File: config.mk
export PLATFORM = sky130hd
export DESIGN_NAME = br_csr_tag_tracker
export DESIGN_NICKNAME = d
export VERILOG_FILES = /design/src/rtl/br_csr_tag_tracker_pkg.sv /design/src/rtl/br_csr_tag_tracker_cam.sv /design/src/rtl/br_csr_tag_tracker.sv
export SDC_FILE = /design/constraint.sdc
export NUM_CORES = 1
export LEC_CHECK = 0
export CAP_MARGIN = 20
export CORE_AREA = 2 2 67 69
export CTS_CLUSTER_DIAMETER = 30
export DETAILED_ROUTE_END_ITERATION = 8
export DIE_AREA = 0 0 69 71
export PLACE_DENSITY = 0.75
export SYNTH_ARGS = -nofsm -noshare
export SYNTH_HDL_FRONTEND = slang
export SYNTH_SLANG_ARGS = --single-unit
File: constraint.sdc
create_clock -name Clk -period 3.45 [get_ports Clk]
set_clock_uncertainty 0.2 [all_clocks]
set_input_delay 0.69 -clock Clk [delete_from_list [all_inputs] [get_ports Clk]]
set_output_delay 0.69 -clock Clk [all_outputs]
set_load 0.03 [all_outputs]
File: src/rtl/br_csr_tag_tracker_pkg.sv
// ---------------------------------------------------------------------------
// br_csr_tag_tracker_pkg
// Shared constants and types for the branch/CSR tag return path.
//   TAGWIDE        : tag width, identical to the free-list entry width
//   TRKDEEP        : number of tracker entries (power of 2)
//   PTRW           : head/tail pointer width
//   FL_RESET_TAGS  : tags the free list holds after reset/clean
//   trk_entry_t    : one tracker slot {valid, done, tag}
// ---------------------------------------------------------------------------
package br_csr_tag_tracker_pkg;

  localparam int TAGWIDE = 4;
  localparam int TRKDEEP = 4;
  localparam int PTRW    = $clog2(TRKDEEP);

  localparam logic [TAGWIDE-1:0] FL_RESET_TAGS [4] = '{4'd2, 4'd6, 4'd10, 4'd14};

  typedef struct packed {
    logic               valid;
    logic               done;
    logic [TAGWIDE-1:0] tag;
  } trk_entry_t;

endpackage

File: src/rtl/br_csr_tag_tracker_cam.sv
// ---------------------------------------------------------------------------
// br_csr_tag_tracker_cam
// Combinational associative compare of a completing tag against every
// tracker slot that is valid at the start of the cycle.
//   cmpl_valid_i : completion strobe (already gated by flush in the parent)
//   cmpl_tag_i   : tag of the completing op
//   valid_i      : per-slot valid bits
//   tags_i       : per-slot tags, slot i at [i*TAGWIDE +: TAGWIDE]
//   match_o      : per-slot hit vector; several slots may hit at once
// ---------------------------------------------------------------------------
module br_csr_tag_tracker_cam
  import br_csr_tag_tracker_pkg::*;
(
  input  logic                       cmpl_valid_i,
  input  logic [TAGWIDE-1:0]         cmpl_tag_i,
  input  logic [TRKDEEP-1:0]         valid_i,
  input  logic [TRKDEEP*TAGWIDE-1:0] tags_i,
  output logic [TRKDEEP-1:0]         match_o
);

  always_comb begin
    match_o = '0;
    for (int i = 0; i < TRKDEEP; i++) begin
      match_o[i] = cmpl_valid_i && valid_i[i] &&
                   (tags_i[i*TAGWIDE +: TAGWIDE] == cmpl_tag_i);
    end
  end

endmodule

File: src/rtl/br_csr_tag_tracker.sv
// ---------------------------------------------------------------------------
// br_csr_tag_tracker
// Return path of the branch/CSR tag free list. Tags popped at dispatch are
// recorded in allocation order, marked done on (possibly out-of-order)
// completion, and pushed back to the free list in order at commit.
//   Clk        : clock, all state on posedge
//   Rest       : synchronous active-low reset
//   AllocValid : dispatch took AllocTag from the free list this cycle
//   AllocTag   : tag taken
//   CmplValid  : a branch/CSR op completed, tag CmplTag
//   CommitEn   : commit may retire the oldest branch/CSR op
//   Flush      : pipeline flush (free list clean)
//   RelValid   : registered free-list write enable
//   RelTag     : registered free-list write data
//   TrkFull    : all entries valid
//   TrkEmpty   : no valid entries
//   OvfErr     : sticky, an allocation arrived while full
//
// Handshake: every strobe here is valid-only. AllocValid, CmplValid and
// RelValid each mean "one item transferred this cycle"; there is no ready.
// The free list accepts a write every cycle, and an allocation that finds
// the tracker full is dropped and flagged on OvfErr instead of stalled.
// ---------------------------------------------------------------------------
module br_csr_tag_tracker
  import br_csr_tag_tracker_pkg::*;
(
  input  logic               Clk,
  input  logic               Rest,
  input  logic               AllocValid,
  input  logic [TAGWIDE-1:0] AllocTag,
  input  logic               CmplValid,
  input  logic [TAGWIDE-1:0] CmplTag,
  input  logic               CommitEn,
  input  logic               Flush,
  output logic               RelValid,
  output logic [TAGWIDE-1:0] RelTag,
  output logic               TrkFull,
  output logic               TrkEmpty,
  output logic               OvfErr
);

  localparam logic [PTRW:0] CNT_FULL = (PTRW+1)'(TRKDEEP);

  trk_entry_t               ent_q [TRKDEEP];
  logic [PTRW-1:0]          head_q, tail_q;
  logic [PTRW:0]            count_q, count_d;
  logic                     rel_valid_q;
  logic [TAGWIDE-1:0]       rel_tag_q;
  logic                     ovf_q;

  logic [TRKDEEP-1:0]         valid_vec;
  logic [TRKDEEP*TAGWIDE-1:0] tag_flat;
  logic [TRKDEEP-1:0]         match_vec;
  logic                       alloc_acc, alloc_ovf, rel_go;

  always_comb begin
    valid_vec = '0;
    tag_flat  = '0;
    for (int i = 0; i < TRKDEEP; i++) begin
      valid_vec[i]                    = ent_q[i].valid;
      tag_flat[i*TAGWIDE +: TAGWIDE]  = ent_q[i].tag;
    end
  end

  // Compare uses registered valid bits, so a tag allocated this cycle can
  // never be hit by a same-cycle completion.
  br_csr_tag_tracker_cam u_cam (
    .cmpl_valid_i (CmplValid & ~Flush),
    .cmpl_tag_i   (CmplTag),
    .valid_i      (valid_vec),
    .tags_i       (tag_flat),
    .match_o      (match_vec)
  );

  assign TrkFull  = (count_q == CNT_FULL);
  assign TrkEmpty = (count_q == '0);

  // Fullness is judged on the current count: a release in the same cycle
  // does not make room for the allocation until the next cycle.
  assign alloc_acc = AllocValid & ~TrkFull & ~Flush;
  assign alloc_ovf = AllocValid &  TrkFull & ~Flush;

  // done must already be registered, so a head completing in cycle N
  // releases at the earliest in N+1.
  assign rel_go = ent_q[head_q].valid & ent_q[head_q].done & CommitEn & ~Flush;

  assign count_d = count_q + {{PTRW{1'b0}}, alloc_acc} - {{PTRW{1'b0}}, rel_go};

  always_ff @(posedge Clk) begin
    if (!Rest) begin
      for (int i = 0; i < TRKDEEP; i++) ent_q[i] <= '0;
      head_q      <= '0;
      tail_q      <= '0;
      count_q     <= '0;
      rel_valid_q <= 1'b0;
      rel_tag_q   <= '0;
      ovf_q       <= 1'b0;
    end else if (Flush) begin
      // Tags are not returned: the free list reinitialises itself on clean.
      for (int i = 0; i < TRKDEEP; i++) ent_q[i].valid <= 1'b0;
      head_q      <= '0;
      tail_q      <= '0;
      count_q     <= '0;
      rel_valid_q <= 1'b0;
    end else begin
      for (int i = 0; i < TRKDEEP; i++) begin
        if (match_vec[i]) ent_q[i].done <= 1'b1;
      end
      if (rel_go) begin
        ent_q[head_q].valid <= 1'b0;
        head_q              <= head_q + 1'b1;
        rel_tag_q           <= ent_q[head_q].tag;
      end
      // Accepted allocation never targets head while head is valid, since
      // tail only reaches a valid head when the tracker is full.
      if (alloc_acc) begin
        ent_q[tail_q] <= '{valid: 1'b1, done: 1'b0, tag: AllocTag};
        tail_q        <= tail_q + 1'b1;
      end
      count_q     <= count_d;
      rel_valid_q <= rel_go;
      if (alloc_ovf) ovf_q <= 1'b1;
    end
  end

  assign RelValid = rel_valid_q;
  assign RelTag   = rel_tag_q;
  assign OvfErr   = ovf_q;

endmodule
==> flow_metrics.tcl <==
set metrics [dict create \
    status "completed" \
    synth-xor-area-share_pct 8.17 \
    min_period_ns 2.89 \
    die_area_um2 4900 \
    hold_path_class "reg2reg" \
    num_vias 1379 \
    slew_viol_final 0 \
    ys.flop_type "dfxtp_1" \
    cts_tree "built" \
    clock_sinks 39 \
    setup_violations 0 \
    rr_endpoint "count_q[2]" \
    synth_top_area_cell "edfxtp_1" \
    dr.pass1.iters 4 \
    synth.top_cell.area_share_pct 23.6 \
    synth_most_common_cell "dfxtp_1" \
    crit_required_ns 3.42 \
    areaGrowthSynthToFinish_pct 16.8 \
    maxCapViolations 0 \
    post-route-drc-count 0 \
    critical_path.max_fanout 5 \
    max_freq_mhz 347 \
    crit_chain "clkdlybuf4s50_1, nand2b_1, nor2_2, inv_1, ha_1, inv_1, ha_1, inv_1, fa_1, xor2_1, xnor2_1, nor2_1" \
    drive_gt1_share_pct 7.58 \
    ys_warn_count 0 \
    antenna_found_initial 0 \
    clk_path_buf_depth 2 \
    die_w_um 69 \
    htreeDepth 2 \
    drtAntennaViolNets 0 \
    cpMostUsedCell "inv_1" \
    synth-compound-area-share_pct 5.78 \
    nets 235 \
    synth_simple_gate_area_share_pct 19.7 \
    crit_path_start_kind "primary input" \
    drtIter0Drc 61 \
    cts_made_buffers 5 \
    die_y_um 71 \
    post_cts_buffers 0 \
    vias_per_cell 5.24 \
    final_area_um2 2380 \
    cp_slowest_stage_delay_ns 0.52 \
    worst_pin_slew_ns 0.576 \
    synth_commonest_cells "dfxtp_1 (23), and2_1 (22), nand2_1 (21)" \
    fin_crit_sh_pct 83.7 \
    grt_pass1_vias 1395 \
    p_leak_nw 0.976 \
    reg2reg_depth 10 \
    cp-end-kind "flop" \
    ys_seq_elements 39 \
    crit_end "count_q[2]" \
    synth_nets 209 \
    ios 22 \
    powerDensity_nw_per_um2 361 \
    initial_core_util_pct 48.4 \
    num-fill-cells 369 \
    startpoint "Flush" \
    synth_fa_ha_area_share_pct 7.13 \
    path_clk_slew_ns 0.07 \
    antenna_cells 0 \
    rsz0062_at_grt "false" \
    r2r_slack_ns 0.69 \
    async_flop_share_pct 0 \
    syn_inst 184 \
    rows 24 \
    clock_latency_ns 0.29 \
    fin_hold_ws_ns 0.259 \
    placed_area_um2 2300 \
    root_buffer "clkbuf_8" \
    synth_area_leaders "edfxtp_1 (24%), dfxtp_1 (23%), and2_1 (6.8%)" \
    hold_viol 0 \
    synth.distinct_cells 29 \
    wl_per_cell_um 14.1 \
    wl_um 3700 \
    synth_top_family_by_area "simple AND/OR/NAND/NOR gates" \
    ff_latch_area_um2 941 \
    finalSetupTns_ns 0 \
    gp_congestion 0.814 \
    crit_slowest_cell "clkdlybuf4s50_1" \
    grt.overflow.total 0 \
    slew_headroom_pct 61.3 \
    ir_drop_mv 0.196 \
    muxShareOfSynthArea_pct 9.53 \
    worstSetupPathType "in2reg" \
    core_area_um2 4200 \
    grt_pass1_wl_um 6380 \
    place_hpwl_um 3010 \
    synth_area_per_cell_um2 11.1 \
    crit_arrival_ns 2.86 \
    total_power_uw 859 \
    netlist_area_um2 2040 \
    cts_resized 0 \
    cts_hold_buf 0 \
    seq_area_frac_synth_pct 46.2 \
    portBuffers 21 \
    grt_max_degree 24 \
    track_usage_pct 16.6 \
    synth_edf_count 16 \
    multiInputGateArea_um2 1020 \
]
## routing by layer
metal | vias to the layer above | wire length, um | GRT usage [%] | share of wire, %
li1 | 688 | - | - | -
met5 | - | 0 | 0 | 0
met1 | 656 | 1700 | 20.3 | 46
met4 | 0 | 52 | 6.97 | 1.4
met2 | 30 | 1790 | 27.5 | 48
met3 | 5 | 161 | 5.13 | 4.4
## cell usage in the layout (no fill, tap or decap)
| master | n |
|---|---|
| clkbuf_1 | 2 |
| mux4_2 | 1 |
| nand2_1 | 21 |
| nor3_4 | 1 |
| mux2i_1 | 4 |
| xor2_1 | 13 |
| fa_1 | 1 |
| nor2_2 | 1 |
| clkbuf_8 | 5 |
| clkdlybuf4s50_1 | 21 |
| a41o_1 | 4 |
| buf_4 | 3 |
| dfxtp_1 | 23 |
| nand3_1 | 6 |
| mux4_1 | 5 |
| nor3b_2 | 1 |
| and3_1 | 7 |
| nor2b_1 | 3 |
| inv_1 | 9 |
| o21ai_0 | 3 |
| nor2_1 | 4 |
| ha_1 | 10 |
| edfxtp_1 | 16 |
| a21oi_1 | 6 |
| and2_1 | 22 |
| a31o_2 | 3 |
| nand2b_1 | 2 |
| nor3_1 | 6 |
| clkinv_2 | 1 |
| xnor2_1 | 6 |
| a31oi_1 | 1 |
## state kept, by name, summed over array words and instances, names as in the netlist, named ones only
register / count
tail_q: 2
RelTag: 4
count_q: 3
OvfErr: 1
ent_q: 24
RelValid: 1
head_q: 2
## where the power goes
group	internal (mW)	switching, mW
Sequential	0.490	0.00834
Clock	0.142	0.146
Combinational	0.0352	0.0371
Total	0.667	0.192
## cell type report
type | count | area share (%)
Tap cell | 52 | 2.74
Timing Repair Buffer | 24 | 9.78
Sequential cell | 39 | 39.6
Clock inverter | 1 | 0.210
Inverter | 9 | 1.42
Multi-Input combinational cell | 131 | 43.1
Clock buffer | 7 | 3.21
## how the worst min path moves through the flow
| stage | from | endpoint | slack [ns] | cells after the start |
|---|---|---|---|---|
| 2_1_floorplan | tail_q[1] | tail_q[1] | 0.29 | 2 |
| 5_1_grt | RelTag[0] | RelTag[0] | 0.30 | 2 |
| 4_1_cts | RelTag[0] | RelTag[0] | 0.26 | 2 |
| 3_5_place_dp | RelTag[0] | RelTag[0] | 0.25 | 2 |
| 6_report | RelTag[0] | RelTag[0] | 0.26 | 2 |
| 3_3_place_gp | RelTag[1] | RelTag[1] | 0.24 | 2 |
## kinds of logic (layout without fill, tap and decap cells)
kind of cell	Yosys count	after routing
mux	10	10
flops	39	39
buf+inv	14	41
fa+ha+maj	11	11
compound gates	17	17
simple gates	74	74
xor+xnor	19	19
## through the flow
stage | utilization [%] | worst slack, ns | instances
after CTS | 56.6 | 0.586 | 263
after global placement | 54.6 | 0.340 | 255
after detailed placement | 54.6 | 0.268 | 255
after floorplan | - | 0.724 | 184
after global routing | 56.6 | 0.416 | 263
final | 56.6 | 0.564 | 263
## worst max-delay path: cells and delay by family
| kind | cells | cell delay (ns) |
|---|---|---|
| buffers and inverters | 4 | 0.67 |
| adders and majority gates | 3 | 0.75 |
| and+or+nand+nor | 3 | 0.43 |
| xor gates and xnor gates | 2 | 0.32 |
(Power assumes the default switching activity.)
==> RTL change 1: new RTL, same flow settings <==
The package constant `TRKDEEP` goes from 4 to 2.
--- a/src/rtl/br_csr_tag_tracker_pkg.sv
+++ b/src/rtl/br_csr_tag_tracker_pkg.sv
@@ -12,3 +12,3 @@
   localparam int TAGWIDE = 4;
-  localparam int TRKDEEP = 4;
+  localparam int TRKDEEP = 2;
   localparam int PTRW    = $clog2(TRKDEEP);
Check against the original RTL: not equivalent (a bounded check fails within 4 cycles, from zero or initial values).
==> RTL change 1 against the unedited design <==
Sequential cell count shrank 16; setup slack better by 0.27 ns; clock power decreased by 42%; critical path type unchanged; fmax up 10%; wire length is 43% lower; power decreased by 40%; cell area is 40% lower; largest cell class is now flip-flops and latches; count of clock-buffer cells in the layout is 4 lower; area after synthesis shrank 45%.
==> RTL change 1: results <==
[placement]
gp_congestion = 0.763
hpwl_mm = 1.64
dpl_cell_area_sq_um = 1370

[clock_tree]
clk_latency_ns = 0.26
numCtsBuffers = 3

[status]
outcome = finished clean

[route]
drt_wl_total_mm = 2.09
first_pass_iters = 3
first_iter_violations = 17
vias = 808

[critical_path]
arrival_ns = 2.57
worst_path_dominant_cell_family = buffers and inverters
reg2reg_slack_ns = 1.24

[timing]
maxSlewHeadroom = 0.654

[logic_synthesis]
syn_nets = 123
synth-edff-count = 8
yosys.area_share.xor_xnor = 0.0789
synth.distinct_cells = 30
synthTopCellsByCount = dfxtp_1 (15), xnor2_1 (9), edfxtp_1 (8), inv_1 (8)
synth_compound_area_frac = 0.124
synth_area_leaders = dfxtp_1 (27%), edfxtp_1 (22%), xnor2_1 (7.1%)
seq_area_frac_synth = 0.487

[final_layout]
nets = 148
fillCellCount = 436

[global_routing]
grt_max_degree = 16
grtUsageTotal = 0.0889
grt_pass1_vias = 800
grt_pass1_wl_mm = 3.57

[power]
worst_ir_drop_vdd_v = 0.000116
leakagePower_nw = 0.581
RTL change 1: logic make-up after synthesis:
logic type | Yosys count
fa+ha+maj | 2
mux | 4
flops | 23
xor+xnor | 10
buf+inv | 11
compound gates | 21
simple gates | 36
RTL change 1: routing by layer:
metal | share of wire | track usage | vias to the layer above
met5 | 0 | 0 | -
met4 | 0.0096 | 0.0370 | 0
met3 | 0.034 | 0.0142 | 2
met2 | 0.49 | 0.150 | 12
met1 | 0.47 | 0.114 | 378
li1 | - | - | 416
RTL change 1: final timing paths:
path | start | cells after the start | end
min reg2reg | RelTag[3] | 2 | RelTag[3]
max | CommitEn | 10 | count_q[1]
max reg2reg | flip-flop | 9 | count_q[1]
min | RelTag[3] | 2 | RelTag[3]
RTL change 1: where the power goes:
group / switching (mW) / internal [mW] / total (mW) / leakage (nW)
Combinational: 0.0231 / 0.0292 / 0.0523 / 0.351
Clock: 0.0862 / 0.0805 / 0.167 / 0.0255
Sequential: 0.00507 / 0.287 / 0.292 / 0.205
RTL change 1: tightest hold or removal path: cells and delay by family, from the launching register on:
kind / cells / cell delay (ns)
multiplexers: 1 / 0.05
AND/OR/NAND/NOR: 1 / 0.05
flip-flops: 1 / 0.32
RTL change 1: metrics by stage:
stage	util	setup WS, ns	hold slack (ns)	cells
after floorplan	-	1.21	0.261	107
after global placement	0.326	0.584	0.251	179
after detailed placement	0.326	0.535	0.254	179
after CTS	0.338	0.819	0.266	183
after global routing	0.338	0.715	0.285	183
final	0.338	0.836	0.265	183
RTL change 1: cell type report:
class | instances | area, sq um | area share
inverters | 8 | 30.0 | 0.0212
clock buffers | 3 | 41.3 | 0.0291
flip-flops and latches | 23 | 541 | 0.381
repair buffers | 23 | 225 | 0.159
well taps | 52 | 65.1 | 0.0459
clock inverters | 1 | 5.00 | 0.00353
multi-input cells | 73 | 512 | 0.361
==> RTL change 2: new RTL, same settings <==
Without the edit above. Put one more register stage on the output `OvfErr`, without a reset. The value now appears one clock later. The other outputs are not delayed to match.
--- a/src/rtl/br_csr_tag_tracker.sv
+++ b/src/rtl/br_csr_tag_tracker.sv
@@ -127,3 +127,5 @@
   assign RelTag   = rel_tag_q;
-  assign OvfErr   = ovf_q;
+  always_ff @(posedge Clk) begin
+    OvfErr <= ovf_q;
+  end
 
Check against the original RTL: not equivalent (a bounded check fails within 10 cycles, from zero or initial values).
==> RTL change 2 against the unedited design <==
Via count down 2.0%; global-route usage up 0.13 points; wire length down 1.5%; power up 7.1%; cell area up 1.6%; sequential power up 2%; sequential cell count up 1; first-iteration DRC count up 4.9%; die area unchanged; area after synthesis up 0.98%; critical path depth unchanged; setup slack better by 0.039 ns.
==> RTL change 2: results <==
[status]
outcome = finished clean

[critical_path]
reg2regPathDepth = 10
arrival_ns = 2.82
setup.worst_path.start = Flush
max_stage_delay_ns = 0.50

[global_routing]
grt_pass1_wl_mm = 6.40
grt_pass1_vias = 1377
grt_max_degree = 22
grtUsageTotal = 0.168

[worst_hold_path]
whs_path_depth = 0
min_to = OvfErr
hp-start = ovf_q

[clock_tree]
clk_pin_slew_worst_paths_ns = 0.07
clk_latency_ns = 0.29
clock-root-buffer = clkbuf_8

[route]
first_iter_violations = 64
via_per_inst = 5.12
first_pass_iters = 6
wirelength_met1_mm = 1.65
met3_length_um = 229
wl_met2_mm = 1.70
drt_wl_total_mm = 3.64

[power]
switchingPower_mw = 0.201
worst_ir_drop_vdd_v = 0.000268
leakagePower_nw = 0.994

[logic_synthesis]
seq_area_frac_synth = 0.467
synthTopCellsByCount = dfxtp_1 (24), and2_1 (22), nand2_1 (21), edfxtp_1 (16), xor2_1 (13)
syn_nets = 210
synth_area_leaders = dfxtp_1 (23%), edfxtp_1 (23%), and2_1 (6.7%)
synth_cells = 185
synth.distinct_cells = 29

[final_layout]
instances_no_fill = 264
fillCellCount = 374
largest_reg_flops = 24
nets = 236
drive_gt1_frac = 0.0802
largest_register = ent_q

[placement]
gp_congestion = 0.780
place_ws_ns = 0.311
hpwl_mm = 2.91

[timing]
max_slew.worst_pin.slew_ns = 0.520
-- RTL change 2: cell types whose count changed after synthesis, sizes merged --
cell	delta
dfxtp	+1
-- RTL change 2: layer usage --
metal / track usage / vias up
met5: 0 / -
met4: 0.0850 / 0
met3: 0.0484 / 4
met2: 0.257 / 40
met1: 0.217 / 611
li1: - / 696
-- RTL change 2: cell type report --
type / instances / area, sq um / share of cell area
Timing Repair Buffer: 24 / 233 / 0.0963
Multi-Input combinational cell: 131 / 1020 / 0.424
Tap cell: 52 / 65.1 / 0.0269
Inverter: 9 / 33.8 / 0.0140
Clock buffer: 8 / 100 / 0.0414
Sequential cell: 40 / 961 / 0.398
-- RTL change 2: how the worst max path moves through the flow --
stage | endpoint | slack, ns | depth (start not counted)
6_report | count_q[2] | 0.60 | 12
5_1_grt | count_q[2] | 0.37 | 12
4_1_cts | count_q[2] | 0.62 | 12
3_5_place_dp | count_q[2] | 0.31 | 12
3_3_place_gp | count_q[2] | 0.34 | 12
2_1_floorplan | count_q[2] | 0.72 | 11
-- RTL change 2: cell families (layout without fill, tap and decap cells) --
group,count (synthesis),after routing,share of synthesized area
buffers and inverters,14,41,0.0341
and+or+nand+nor,74,74,0.195
DFF,40,40,0.467
muxes,10,10,0.0943
xor gates and xnor gates,19,19,0.0809
AOI/OAI and AO/OA,17,17,0.0572
adders and majority gates,11,11,0.0706
-- RTL change 2: metrics by stage --
step	area, sq um	util	power (mW)	hold WS, ns
3_3_place_gp	2320	0.551	0.591	0.151
4_1_cts	2420	0.575	0.929	0.161
3_5_place_dp	2320	0.551	0.592	0.146
6_report	2420	0.575	0.920	0.159
5_1_grt	2420	0.575	0.951	0.179
2_1_floorplan	2060	-	0.558	0.131
-- RTL change 2: power by group through the flow --
stage                     clock network (mW)  registers, mW  logic [mW]
after global placement                     0          0.520      0.0710
after CTS                              0.347          0.510      0.0718
after global routing                   0.360          0.511      0.0799
final                                  0.339          0.510      0.0709
after floorplan                            0          0.517      0.0404
after detailed placement                   0          0.521      0.0715
